`src/rtl/fpa_seq_if.sv`:
```
// Handshake bundle between the EX/WB pipeline and the FP add/sub sequencer.
// master = pipeline side, slave = sequencer.
interface fpa_seq_if #(
    parameter int W    = 32,
    parameter int RD_W = 5
);
    logic            issue_valid;
    logic            issue_sub;
    logic [RD_W-1:0] issue_rd;
    logic            flush;
    logic            fpa_start;
    logic            fpa_sub;
    logic [W-1:0]    fpa_result;
    logic            wb_int_valid;
    logic            stall;
    logic            ex_bubble;
    logic            wb_sel;
    logic            wb_fp_we;
    logic [RD_W-1:0] wb_fp_rd;
    logic [W-1:0]    wb_fp_data;

    modport master (
        output issue_valid, issue_sub, issue_rd, flush, fpa_result, wb_int_valid,
        input  fpa_start, fpa_sub, stall, ex_bubble, wb_sel, wb_fp_we, wb_fp_rd, wb_fp_data
    );

    modport slave (
        input  issue_valid, issue_sub, issue_rd, flush, fpa_result, wb_int_valid,
        output fpa_start, fpa_sub, stall, ex_bubble, wb_sel, wb_fp_we, wb_fp_rd, wb_fp_data
    );
endinterface

```
`src/rtl/fpa_seq_ctrl.sv`:
```
// Launches the shared FP add/sub unit from EX, stalls the front end for its latency,
// and arbitrates the single register-file write port (integer writeback always wins).
module fpa_seq_ctrl #(
    parameter int LAT  = 3,
    parameter int W    = 32,
    parameter int RD_W = 5
) (
    input  logic     clk,
    input  logic     rst,
    fpa_seq_if.slave bus
);
    localparam int CNT_W = $clog2(LAT + 1);
    localparam logic [CNT_W-1:0] CNT_LOAD = CNT_W'(LAT - 1);

    typedef enum logic [1:0] {
        S_IDLE,
        S_BUSY,
        S_WB
    } state_t;

    state_t          r_state;
    state_t          w_state_nxt;
    logic [CNT_W-1:0] r_cnt;
    logic [RD_W-1:0] r_rd;
    logic [W-1:0]    r_result;

    logic w_start;
    logic w_sub;
    logic w_stall;
    logic w_bubble;
    logic w_sel;
    logic w_we;

    always_ff @(posedge clk) begin
        if (rst) begin
            r_state  <= S_IDLE;
            r_cnt    <= '0;
            r_rd     <= '0;
            r_result <= '0;
        end else begin
            r_state <= w_state_nxt;
            if (w_start) begin
                r_rd  <= bus.issue_rd;
                r_cnt <= CNT_LOAD;
            end
            // Counter only runs while the op is live; a flushed op leaves it untouched.
            if (r_state == S_BUSY && !bus.flush) begin
                if (r_cnt == '0) begin
                    r_result <= bus.fpa_result;
                end else begin
                    r_cnt <= r_cnt - CNT_W'(1);
                end
            end
        end
    end

    always_comb begin
        w_state_nxt = r_state;
        w_start     = 1'b0;
        w_sub       = 1'b0;
        w_stall     = 1'b0;
        w_bubble    = 1'b0;
        w_sel       = 1'b0;
        w_we        = 1'b0;
        unique case (r_state)
            S_IDLE: begin
                if (bus.issue_valid && !bus.flush) begin
                    w_start     = 1'b1;
                    w_sub       = bus.issue_sub;
                    w_stall     = 1'b1;
                    w_state_nxt = S_BUSY;
                end
            end
            S_BUSY: begin
                if (bus.flush) begin
                    w_state_nxt = S_IDLE;
                end else begin
                    w_stall = 1'b1;
                    if (r_cnt == '0) begin
                        w_state_nxt = S_WB;
                    end
                end
            end
            S_WB: begin
                // Flush beats the pending write; older integer writeback beats the FP write.
                if (bus.flush) begin
                    w_state_nxt = S_IDLE;
                end else if (bus.wb_int_valid) begin
                    w_stall = 1'b1;
                end else begin
                    w_sel       = 1'b1;
                    w_we        = 1'b1;
                    w_bubble    = 1'b1;
                    w_state_nxt = S_IDLE;
                end
            end
            default: begin
                w_state_nxt = S_IDLE;
            end
        endcase
    end

    assign bus.fpa_start  = w_start;
    assign bus.fpa_sub    = w_sub;
    assign bus.stall      = w_stall;
    assign bus.ex_bubble  = w_bubble;
    assign bus.wb_sel     = w_sel;
    assign bus.wb_fp_we   = w_we;
    assign bus.wb_fp_rd   = w_we ? r_rd : '0;
    assign bus.wb_fp_data = w_we ? r_result : '0;
endmodule
```
`src/flat_wrapper.sv`:
```
// flat-port wrapper written by rule: the top's interface ports become plain ports
module fpa_seq_ctrl_flat 
#(
    parameter int LAT  = 3,
    parameter int W    = 32,
    parameter int RD_W = 5
)
  (clk, rst, bus_issue_valid, bus_issue_sub, bus_issue_rd, bus_flush, bus_fpa_result, bus_wb_int_valid, bus_fpa_start, bus_fpa_sub, bus_stall, bus_ex_bubble, bus_wb_sel, bus_wb_fp_we, bus_wb_fp_rd, bus_wb_fp_data);
  fpa_seq_if #(.W(W), .RD_W(RD_W)) bus_i ();
  input  logic clk;
  input  logic rst;
  input wire logic [$bits(bus_i.issue_valid)-1:0] bus_issue_valid;
  input wire logic [$bits(bus_i.issue_sub)-1:0] bus_issue_sub;
  input wire logic [$bits(bus_i.issue_rd)-1:0] bus_issue_rd;
  input wire logic [$bits(bus_i.flush)-1:0] bus_flush;
  input wire logic [$bits(bus_i.fpa_result)-1:0] bus_fpa_result;
  input wire logic [$bits(bus_i.wb_int_valid)-1:0] bus_wb_int_valid;
  output wire logic [$bits(bus_i.fpa_start)-1:0] bus_fpa_start;
  output wire logic [$bits(bus_i.fpa_sub)-1:0] bus_fpa_sub;
  output wire logic [$bits(bus_i.stall)-1:0] bus_stall;
  output wire logic [$bits(bus_i.ex_bubble)-1:0] bus_ex_bubble;
  output wire logic [$bits(bus_i.wb_sel)-1:0] bus_wb_sel;
  output wire logic [$bits(bus_i.wb_fp_we)-1:0] bus_wb_fp_we;
  output wire logic [$bits(bus_i.wb_fp_rd)-1:0] bus_wb_fp_rd;
  output wire logic [$bits(bus_i.wb_fp_data)-1:0] bus_wb_fp_data;
  assign bus_i.issue_valid = bus_issue_valid;
  assign bus_i.issue_sub = bus_issue_sub;
  assign bus_i.issue_rd = bus_issue_rd;
  assign bus_i.flush = bus_flush;
  assign bus_i.fpa_result = bus_fpa_result;
  assign bus_i.wb_int_valid = bus_wb_int_valid;
  assign bus_fpa_start = bus_i.fpa_start;
  assign bus_fpa_sub = bus_i.fpa_sub;
  assign bus_stall = bus_i.stall;
  assign bus_ex_bubble = bus_i.ex_bubble;
  assign bus_wb_sel = bus_i.wb_sel;
  assign bus_wb_fp_we = bus_i.wb_fp_we;
  assign bus_wb_fp_rd = bus_i.wb_fp_rd;
  assign bus_wb_fp_data = bus_i.wb_fp_data;
  fpa_seq_ctrl #(.LAT(LAT), .W(W), .RD_W(RD_W)) u_core (.clk(clk), .rst(rst), .bus(bus_i));
endmodule
```
`config.mk`:
```
export PLATFORM = sky130hd
export DESIGN_NAME = fpa_seq_ctrl_flat
export DESIGN_NICKNAME = d
export VERILOG_FILES = /design/src/rtl/fpa_seq_if.sv /design/src/rtl/fpa_seq_ctrl.sv /design/src/flat_wrapper.sv
export SDC_FILE = /design/constraint.sdc
export NUM_CORES = 1
export LEC_CHECK = 0
export ABC_AREA = 1
export CAP_MARGIN = 15
export CORE_UTILIZATION = 44
export DETAILED_ROUTE_END_ITERATION = 12
export PLACE_DENSITY_LB_ADDON = 0.25
export SETUP_SLACK_MARGIN = 0.15
export SLEW_MARGIN = 5
export SYNTH_ARGS = -nofsm -noshare
export SYNTH_HDL_FRONTEND = slang
export SYNTH_SLANG_ARGS = --single-unit
```
`constraint.sdc`:
```
create_clock -name clk -period 1.55 [get_ports clk]
set_input_delay 0.31 -clock clk [delete_from_list [all_inputs] [get_ports clk]]
set_output_delay 0.31 -clock clk [all_outputs]
set_load 0.1 [all_outputs]
```
==> results.txt <==
outcome = finished, violations left
violated checks = negative setup slack
syn nets = 394
final core occ = 0.885
detailed-route DRC error count = 0
Data arrival, critical path = 1.46 ns
Num CTS Buffers = 5
RR Endpoint = u_core.r_result[31]
Seq/Total Area, Yosys = 0.358
Max-Cap Viols = 0
area of the multi-input gates = 0.00135 sq mm
crit path max fanout = 11
max_slew headroom = 0.726
Antenna Violating Nets Remaining = 0
IO Pins = 86
Layout area overhead = 88.1%
Max Slew Vio Count = 0
clk buf depth = 2
post-synth top area cell = dfxtp_1
Clock transition at path regs = 0.08 ns
DP HPWL = 4.67 mm
Hold Buf Count CTS = 0
leakage = 1.69 nW
Worst Skew = 0.0132 ns
worst r2r src = u_core.r_state[1]
top area cells in the synthesized netlist = dfxtp_1 (36%), nor2_1 (13%), nor2_2 (11%), inv_1 (10%), nand4_1 (9.0%)
Initial Util = 0.470
critical path endpoint category = output port
ys flop type = dfxtp_1
RSZ-0062 raised after global routing = true
worst-skew pair later-pin latency = 0.30 ns
TritonCTS clock tree = done
vias in the first global route = 2,605
number of I/O port buffers = 85
Post-synth EDFFs = 0
worst r2r path cells = 8
most numerous cell in the Yosys netlist = nor2_1
Routed Wire Length = 7.77 mm
Die Span Y = 74.2 um
Tot GR Track Use = 0.294
antenna violations before repair = 0
final hold vios = 0
hold path start = u_core.r_result[22]
worst slew pin tran = 0.411 ns
crit path time final = 1.77 ns
RD Place Congestion = 0.753
fill count = 241
part of the cycle the worst path needs = 1.14
layout cells sized above 1 = 0.413
Mapped Cells = 351
Vias per Instance = 4.94
Rows = 25
Initial DRC Count = 108
Hold WC Path Type = reg2reg
synthesized flop and latch total = 41
H-tree depth = 2
worst path required time = 1.24 ns
CTS Sinks = 41
Distinct cells, synth = 18
Congestion Overflow GR = 0
WHS Path Cells = 2
wire per inst = 15.0 um
Antenna Cells = 0
Root Driver = clkbuf_8
first-pass GRT wire length = 12.0 mm
Finished Cell Area = 0.00432 sq mm
post-place setup slack = -0.350 ns
CP Class = reg2out
Setup WS post-layout = -0.222 ns
asr flop ratio synth = 0
die width = 74.2 um
Final setup viols = 43
Hold Crit Endpoint = u_core.r_result[22]
Pwr Density = 556 mW/mm^2
register-to-register setup slack = 0.19 ns
synth cell count leaders = nor2_1 (77), inv_1 (63), dfxtp_1 (41)
drt first pass iters = 4
yosys warns = 0
worst hold margin = 0.486 ns
placed standard-cell area = 0.00403 sq mm
nets = 493
core footprint = 0.00488 sq mm
Vias = 2,552
highest clock rate = 564 MHz
mapped cell area = 0.00229 sq mm
FF/Latch Area = 828 sq um
pin count of the biggest net entering global routing = 40
Yosys top cell area share = 0.358
Setup crit start kind = register
Die Area = 0.00551 sq mm
maximum vdd drop = 0.000648 V
Avg Inst Size Synth = 6.54 sq um
[critical path: stages, from the launching register on]
cell and delay, ns:
dfxtp_4 0.36, inv_4 0.06, nand3_4 0.08, buf_4 0.16, buf_16 0.16, nor2_4 0.14
buf_12 0.19
[layout by cell type, fill, tap and decap left out]
master / n
dlygate4sd2_1: 2
dfxtp_1: 39
inv_2: 12
clkdlybuf4s15_1: 1
inv_12: 1
nor2_8: 1
nand2_1: 39
a21oi_1: 3
dfxtp_4: 2
buf_16: 4
nand3_4: 3
buf_12: 46
clkdlybuf4s50_1: 39
nor2_4: 42
buf_4: 18
o21ai_1: 5
inv_4: 5
buf_6: 5
nor2_1: 37
inv_1: 63
nand4_1: 33
nand2_4: 1
nand3_1: 2
nor2_2: 40
clkbuf_8: 6
clkbuf_1: 1
[logic make-up after synthesis]
logic type             synth area share
buffers and inverters             0.200
and+or+nand+nor                   0.425
DFF                               0.358
AOI/OAI and AO/OA                0.0174
[per-layer routing]
layer	track usage	wire (um)
met5	0	0
met4	0.134	228
met3	0.0515	433
met2	0.570	4320
met1	0.305	2800
[per-stage QoR]
| stage | cells | power (mW) | setup TNS (ns) |
|---|---|---|---|
| floorplan | 351 | 1.45 | -1.88 |
| global placement | 498 | 1.64 | -17.49 |
| detailed placement | 498 | 1.65 | -18.37 |
| CTS | 516 | 2.36 | -6.28 |
| global route | 517 | 2.49 | -8.67 |
| finish | 517 | 2.40 | -7.22 |
[power by group]
group          internal (mW)  switching, mW
sequential              1.09         0.0316
combinational          0.237          0.309
clock                  0.354          0.375
total                   1.68          0.715
[state kept, by name (all words and copies together), names as in the netlist]
name             flops
u_core.r_result     32
u_core.r_rd          5
u_core.r_cnt         2
u_core.r_state       2
[worst max path at each step]
| stage | from | end | slack (ns) |
|---|---|---|---|
| 2_1_floorplan | u_core.r_state[0] | bus_wb_fp_data[0] | -0.08 |
| 3_3_place_gp | bus_flush | bus_fpa_sub | -0.34 |
| 3_5_place_dp | bus_flush | bus_fpa_sub | -0.35 |
| 4_1_cts | u_core.r_state[0] | bus_wb_fp_data[19] | -0.17 |
| 5_1_grt | u_core.r_state[0] | bus_wb_fp_rd[0] | -0.25 |
| 6_report | u_core.r_state[0] | bus_wb_fp_rd[0] | -0.22 |
[layout make-up]
type,instances,share of cell area
Sequential cell,41,0.192
Multi-Input combinational cell,206,0.312
Inverter,81,0.0762
Tap cell,67,0.0194
Clock buffer,7,0.0200
Timing Repair Buffer,115,0.380
[timing repair]
action,CTS,global route
cloned,3,0
pin swaps,13,5
resized for setup,17,7
buffers inserted,8,1
setup endpoints to repair,50,68
No activity file was read; power rests on OpenSTA's default activity.
